--- config.mk ---
export PLATFORM = sky130hd
export DESIGN_NAME = interleaver_pp_sequencer
export DESIGN_NICKNAME = d
export VERILOG_FILES = /design/src/rtl/wimax_pkg.sv /design/src/rtl/interleave_addr_gen.sv /design/src/rtl/interleaver_pp_sequencer.sv
export SDC_FILE = /design/constraint.sdc
export NUM_CORES = 1
export LEC_CHECK = 0
export ABC_CLOCK_PERIOD_IN_PS = 1400
export CAP_MARGIN = 20
export CORE_ASPECT_RATIO = 2
export CORE_UTILIZATION = 46
export DETAILED_ROUTE_END_ITERATION = 7
export PLACE_DENSITY = 0.72
export SYNTH_ARGS = -nofsm -noshare
export SYNTH_HDL_FRONTEND = slang
export SYNTH_SLANG_ARGS = --single-unit
--- constraint.sdc ---
create_clock -name clk -period 1.4 [get_ports clk]
set_input_delay 0.14 -clock clk [delete_from_list [all_inputs] [get_ports clk]]
set_output_delay 0.14 -clock clk [all_outputs]
set_load 0.02 [all_outputs]
--- src/rtl/wimax_pkg.sv ---
// Shared constants and enums for the 802.16 interleaver ping-pong buffer.
// QPSK block: Ncbps = 192 bits, d = 16 columns, 12 rows.
package wimax_pkg;

    localparam int BLOCK_BITS = 192;
    localparam int D          = 16;
    localparam int ROWS       = BLOCK_BITS / D;
    localparam int ADDR_W     = 8;

    typedef enum logic {
        BANK_A = 1'b0,
        BANK_B = 1'b1
    } bank_t;

    typedef enum logic {
        RD_IDLE = 1'b0,
        RD_RUN  = 1'b1
    } rd_state_t;

    function automatic bank_t other_bank(input bank_t b);
        return (b == BANK_A) ? BANK_B : BANK_A;
    endfunction

endpackage

--- src/rtl/interleave_addr_gen.sv ---
// Divider-free row/column address walker: addr = D*row + col,
// stepping down a column before moving to the next one.
module interleave_addr_gen #(
    parameter int ROWS   = 12,
    parameter int D      = 16,
    parameter int ADDR_W = 8
) (
    input  logic              clk,
    input  logic              resetN,
    input  logic              clear_i,
    input  logic              step_i,
    output logic [ADDR_W-1:0] addr_o,
    output logic              last_o
);

    localparam int RW = (ROWS > 1) ? $clog2(ROWS) : 1;
    localparam int CW = (D > 1) ? $clog2(D) : 1;

    localparam logic [RW-1:0]     ROW_MAX = RW'(ROWS - 1);
    localparam logic [CW-1:0]     COL_MAX = CW'(D - 1);
    localparam logic [ADDR_W-1:0] STRIDE  = ADDR_W'(D);

    logic [RW-1:0]     row_q, row_d;
    logic [CW-1:0]     col_q, col_d;
    logic [ADDR_W-1:0] addr_q, addr_d;

    always_comb begin
        row_d  = row_q;
        col_d  = col_q;
        addr_d = addr_q;
        if (clear_i) begin
            row_d  = '0;
            col_d  = '0;
            addr_d = '0;
        end else if (step_i) begin
            if (row_q == ROW_MAX) begin
                // Column finished: restart at the top of the next column.
                row_d  = '0;
                col_d  = (col_q == COL_MAX) ? '0 : col_q + CW'(1);
                addr_d = ADDR_W'(col_d);
            end else begin
                row_d  = row_q + RW'(1);
                addr_d = addr_q + STRIDE;
            end
        end
    end

    always_ff @(posedge clk or negedge resetN) begin
        if (!resetN) begin
            row_q  <= '0;
            col_q  <= '0;
            addr_q <= '0;
        end else begin
            row_q  <= row_d;
            col_q  <= col_d;
            addr_q <= addr_d;
        end
    end

    assign addr_o = addr_q;
    assign last_o = (row_q == ROW_MAX) && (col_q == COL_MAX);

endmodule

--- src/rtl/interleaver_pp_sequencer.sv ---
// Ping-pong bank controller: natural-order writes, interleaved-order reads,
// each side with its own valid/ready handshake and bank pointer.
module interleaver_pp_sequencer #(
    parameter int BLOCK_BITS = 192,
    parameter int D          = 16,
    parameter int ADDR_W     = 8
) (
    input  logic              clk,
    input  logic              resetN,
    input  logic              in_valid,
    output logic              in_ready,
    output logic [ADDR_W-1:0] wraddress,
    output logic              wren_A,
    output logic              wren_B,
    output logic [ADDR_W-1:0] rdaddress,
    output logic              rden_A,
    output logic              rden_B,
    output logic              q_sel,
    output logic              out_valid,
    input  logic              out_ready,
    output logic              block_done
);

    import wimax_pkg::*;

    localparam int ROWS = BLOCK_BITS / D;
    localparam logic [ADDR_W-1:0] LAST_ADDR = ADDR_W'(BLOCK_BITS - 1);

    bank_t             wr_bank_q, wr_bank_d;
    bank_t             rd_bank_q, rd_bank_d;
    rd_state_t         rd_state_q, rd_state_d;
    logic [1:0]        full_q, full_d;
    logic [ADDR_W-1:0] wr_cnt_q, wr_cnt_d;
    logic              out_valid_q, out_valid_d;
    logic              q_sel_q, q_sel_d;
    logic              last_q, last_d;

    logic              wr_fire;
    logic              wr_last;
    logic              rd_issue;
    logic              rd_last;
    logic              ag_last;
    logic [ADDR_W-1:0] ag_addr;

    // Write side
    assign in_ready  = !full_q[wr_bank_q];
    assign wr_fire   = in_valid && in_ready;
    assign wr_last   = wr_fire && (wr_cnt_q == LAST_ADDR);
    assign wraddress = wr_cnt_q;
    assign wren_A    = wr_fire && (wr_bank_q == BANK_A);
    assign wren_B    = wr_fire && (wr_bank_q == BANK_B);

    always_comb begin
        wr_cnt_d  = wr_cnt_q;
        wr_bank_d = wr_bank_q;
        if (wr_last) begin
            wr_cnt_d  = '0;
            wr_bank_d = other_bank(wr_bank_q);
        end else if (wr_fire) begin
            wr_cnt_d = wr_cnt_q + ADDR_W'(1);
        end
    end

    // Read side: a freshly filled bank is read in the same cycle it shows full.
    always_comb begin
        rd_state_d = rd_state_q;
        rd_issue   = 1'b0;
        unique case (rd_state_q)
            RD_IDLE: begin
                if (full_q[rd_bank_q]) begin
                    rd_state_d = RD_RUN;
                    rd_issue   = !out_valid_q || out_ready;
                end
            end
            RD_RUN: begin
                rd_issue = !out_valid_q || out_ready;
            end
            default: rd_state_d = RD_IDLE;
        endcase
        rd_last = rd_issue && ag_last;
        if (rd_last) begin
            rd_state_d = RD_IDLE;
        end
    end

    always_comb begin
        rd_bank_d   = rd_last ? other_bank(rd_bank_q) : rd_bank_q;
        out_valid_d = rd_issue ? 1'b1 : (out_ready ? 1'b0 : out_valid_q);
        q_sel_d     = rd_issue ? (rd_bank_q == BANK_B) : q_sel_q;
        last_d      = rd_issue ? ag_last : last_q;
    end

    // Set and clear always target different banks, so both may apply.
    always_comb begin
        full_d = full_q;
        if (wr_last) begin
            full_d[wr_bank_q] = 1'b1;
        end
        if (rd_last) begin
            full_d[rd_bank_q] = 1'b0;
        end
    end

    interleave_addr_gen #(
        .ROWS   (ROWS),
        .D      (D),
        .ADDR_W (ADDR_W)
    ) u_addr_gen (
        .clk     (clk),
        .resetN  (resetN),
        .clear_i (rd_last),
        .step_i  (rd_issue),
        .addr_o  (ag_addr),
        .last_o  (ag_last)
    );

    assign rdaddress  = ag_addr;
    assign rden_A     = rd_issue && (rd_bank_q == BANK_A);
    assign rden_B     = rd_issue && (rd_bank_q == BANK_B);
    assign q_sel      = q_sel_q;
    assign out_valid  = out_valid_q;
    assign block_done = out_valid_q && out_ready && last_q;

    always_ff @(posedge clk or negedge resetN) begin
        if (!resetN) begin
            wr_bank_q   <= BANK_A;
            rd_bank_q   <= BANK_A;
            rd_state_q  <= RD_IDLE;
            full_q      <= '0;
            wr_cnt_q    <= '0;
            out_valid_q <= 1'b0;
            q_sel_q     <= 1'b0;
            last_q      <= 1'b0;
        end else begin
            wr_bank_q   <= wr_bank_d;
            rd_bank_q   <= rd_bank_d;
            rd_state_q  <= rd_state_d;
            full_q      <= full_d;
            wr_cnt_q    <= wr_cnt_d;
            out_valid_q <= out_valid_d;
            q_sel_q     <= q_sel_d;
            last_q      <= last_d;
        end
    end

endmodule
==> impl_results.md <==
- Outcome: finished, violations left
- Violated checks: negative setup slack
- Tmin final: around 1.6 ns
- Cts hold-fix bufs: 0
- Cell area after synthesis: ~1500 um2
- Area Overhead vs Synth: 67.0%
- Routability cong.: ~0.75
- Clock sinks: 32
- Die Ht: 83.6 um
- Wirelength per Cell: around 17 um
- Part of the Yosys area used for sequential elements: a little over half
- YS warnings: 0
- Die outline width: between 40 and 50 um
- Layout Skew: 0.00825 ns
- Final setup vio count: 32
- Post-synth EDFFs: 0
- Asr flop ratio synth: 100%
- Leakage power total: about 1.2 nW
- Root Driver: clkbuf_8
- Multi-input gate area: just over 900 um2
- Post-route design area: between 2000 and 3000 um2
- Final critical-path setup slack: -0.239 ns
- Tot GR Track Use: 24.3%
- Worst setup EP type: flop
- WP data arrival: ~1.8 ns
- Congestion Overflow GR: 0
- Worst-path maximum fanout: 6
- Fraction of layout cells with a size suffix above 1: 44.3%
- First-pass GRT wire length: roughly 6600 um
- Commonest non-fill, non-tap cell in the layout: buf_4
- Crit share post-route: 117%
- Clock power frac: 22.1%
- Largest net degree at the start of global routing: 33
- DR iter-0 viols: 54
- Register area: around 800 um2
- Syn Area/Cell: 10.2 um2
- Worst vdd ir: about 1.4 mV
- Vias in the first global route: roughly 1500
- Primary FF master, synth: dfrtp_1
- Switching Share: 36.4%
- Seq pwr share: between 30% and 40%
- Residual DRC: 0
- Min-Delay Path Class: input port to asynchronous set/reset pin
- Routed wire length: around 4400 um
- Filler cells: about 180
- H-tree levels: 2
- Yosys cell types: 35
- Dpl hpwl: roughly 2500 um
- Final total power: approximately 4.4 mW
- Initial antenna violation count: 0
- Die area: around 3600 um2
- Crit start category: flop
- Combinational fraction of design power: ~45%
- Final Util: 81.1%
- First-pass iteration count of the detailed router: 4
- CP Class: flop to flop
- Fmax: 610 MHz
- Net Count, Synth: 158
- Ant. Diodes: 0
- TritonCTS Buffers: 5
- Worst Max-Slew Pin Slew: roughly 0.55 ns
- Final hold vios: 0
- Internal power: 2.78 mW
- FP Rows: 29
- Net Switching: about 1.6 mW
- Boundary Pins: 28
- Final #Nets: roughly 240
- Post-DRT Antenna Nets: 0
- CTS tree: done
- Max Transition Viols Final: 0
- Clk slew on worst S/H paths: 0.07 ns
- Syn Inst Count: 150
- Initial Util: between 40% and 50%
- MaxCap Viol Count: 0
- Vias: between 1000 and 1500
- Synth Register Bits: 32
- Core area: ~3200 um2
- Clock latency at the later pin of the worst-skew pair: between 0.2 and 0.3 ns
- Via/cell ratio: 5.71
- Max Buffers Root-to-Sink: 2
- Worst slew margin: a little over three fifths
- Unrepaired setup endpoints after global routing: yes
- Most frequent cells in the layout: buf_4 (33), dfrtp_1 (31), buf_6 (15)
- Port Buffer Count: 27
- Critical Path RT: roughly 1.6 ns
- PD cells: 1710 nW/um2
- Dpl cell area: 2060 um2
kinds of logic (layout without fill, tap and decap cells):
| group | Yosys count | after routing | share of synthesized area, % |
|---|---|---|---|
| XOR/XNOR | 7 | 7 | 4.00 |
| multiplexers | 4 | 4 | 3.67 |
| flip-flops | 32 | 32 | 52.2 |
| AO/OA/AOI/OAI | 29 | 29 | 12.2 |
| buffers and inverters | 8 | 86 | 2.20 |
| AND/OR/NAND/NOR | 66 | 66 | 22.4 |
| adder cells (fa/ha/maj) | 4 | 4 | 3.27 |
per-stage QoR:
step / hold WS (ns) / cells / setup slack (ns) / TNS, ns
2_1_floorplan: -0.156 / 150 / -0.160 / -0.551
5_1_grt: 0.294 / 259 / -0.263 / -5.51
3_5_place_dp: 0.478 / 233 / -0.379 / -5.26
6_report: 0.255 / 259 / -0.239 / -4.03
4_1_cts: 0.264 / 248 / -0.143 / -2.40
3_3_place_gp: 0.468 / 233 / -0.379 / -4.18
registers in the layout (all words and copies together) (netlist names):
register           count
rd_state_q             1
full_q                 2
q_sel                  1
out_valid              1
wraddress              8
u_addr_gen.addr_o      8
wr_bank_q              1
last_q                 1
u_addr_gen.col_q       4
rd_bank_q              1
u_addr_gen.row_q       4
power by group through the flow:
stage | Sequential [mW] | Combinational, mW | Clock, mW
2_1_floorplan | 1.63 | 0.622 | 0
5_1_grt | 1.47 | 2.11 | 1.01
6_report | 1.43 | 1.97 | 0.965
4_1_cts | 1.41 | 1.68 | 0.971
3_3_place_gp | 1.40 | 1.58 | 0
3_5_place_dp | 1.43 | 1.63 | 0
Yosys cell counts, types with 3 or more instances:
cell	instances	area share (%)
nor2_1	12	2.9
xnor2_1	4	2.3
mux2_2	3	2.2
or4_1	3	1.5
buf_2	3	0.98
nand2b_1	5	2.0
nand3_1	10	3.3
ha_1	4	3.3
dfrtp_1	32	52
xor2_1	3	1.7
inv_1	5	1.2
o21ai_0	16	5.2
nand2_1	18	4.4
layout make-up:
class                   count  area share (%)
flip-flops and latches     32            31.3
multi-input cells         110            35.5
repair buffers             73            26.0
well taps                  31            1.52
clock inverters             1            1.17
clock buffers               7            3.76
inverters                   5           0.733
final timing paths:
kind / slack [ns] / end / cells after the start / from
max in group asynchronous: 0.84 / wr_bank_q$_DFFE_PN0N_ / 2 / resetN
min in group clk: 0.49 / u_addr_gen.addr_o[2]$_DFFE_PN0P_ / 2 / u_addr_gen.addr_o[2]$_DFFE_PN0P_
hold / removal: 0.25 / u_addr_gen.addr_o[6]$_DFFE_PN0P_ / 2 / resetN
setup reg to reg: -0.24 / u_addr_gen.row_q[2]$_DFFE_PN0P_ / 6 / rd_bank_q$_DFFE_PN0P_
setup / recovery: -0.24 / u_addr_gen.row_q[2]$_DFFE_PN0P_ / 6 / rd_bank_q$_DFFE_PN0P_
hold reg to reg: 0.49 / u_addr_gen.addr_o[2]$_DFFE_PN0P_ / 2 / u_addr_gen.addr_o[2]$_DFFE_PN0P_
metal layers:
metal | track usage (%) | wire length (um) | vias up
li1 | - | - | 681
met1 | 25.4 | 1640 | 735
met2 | 44.6 | 2540 | 52
met3 | 4.76 | 164 | 10
met4 | 9.94 | 80 | 0
met5 | 0 | 0 | -
timing repair:
action,CTS,global route
resized for setup,53,62
cloned,0,1
setup endpoints to repair,43,38
buffers inserted,7,10
pin swaps,5,18
worst max-delay path: stages, from the launching register on:
cell     delay (ns)
dfrtp_1        0.41
mux2_4         0.34
o21ai_4        0.20
buf_6          0.13
buf_6          0.12
nor2_1         0.06
mux2_2         0.27
No activity file was read; power rests on OpenSTA's default activity.
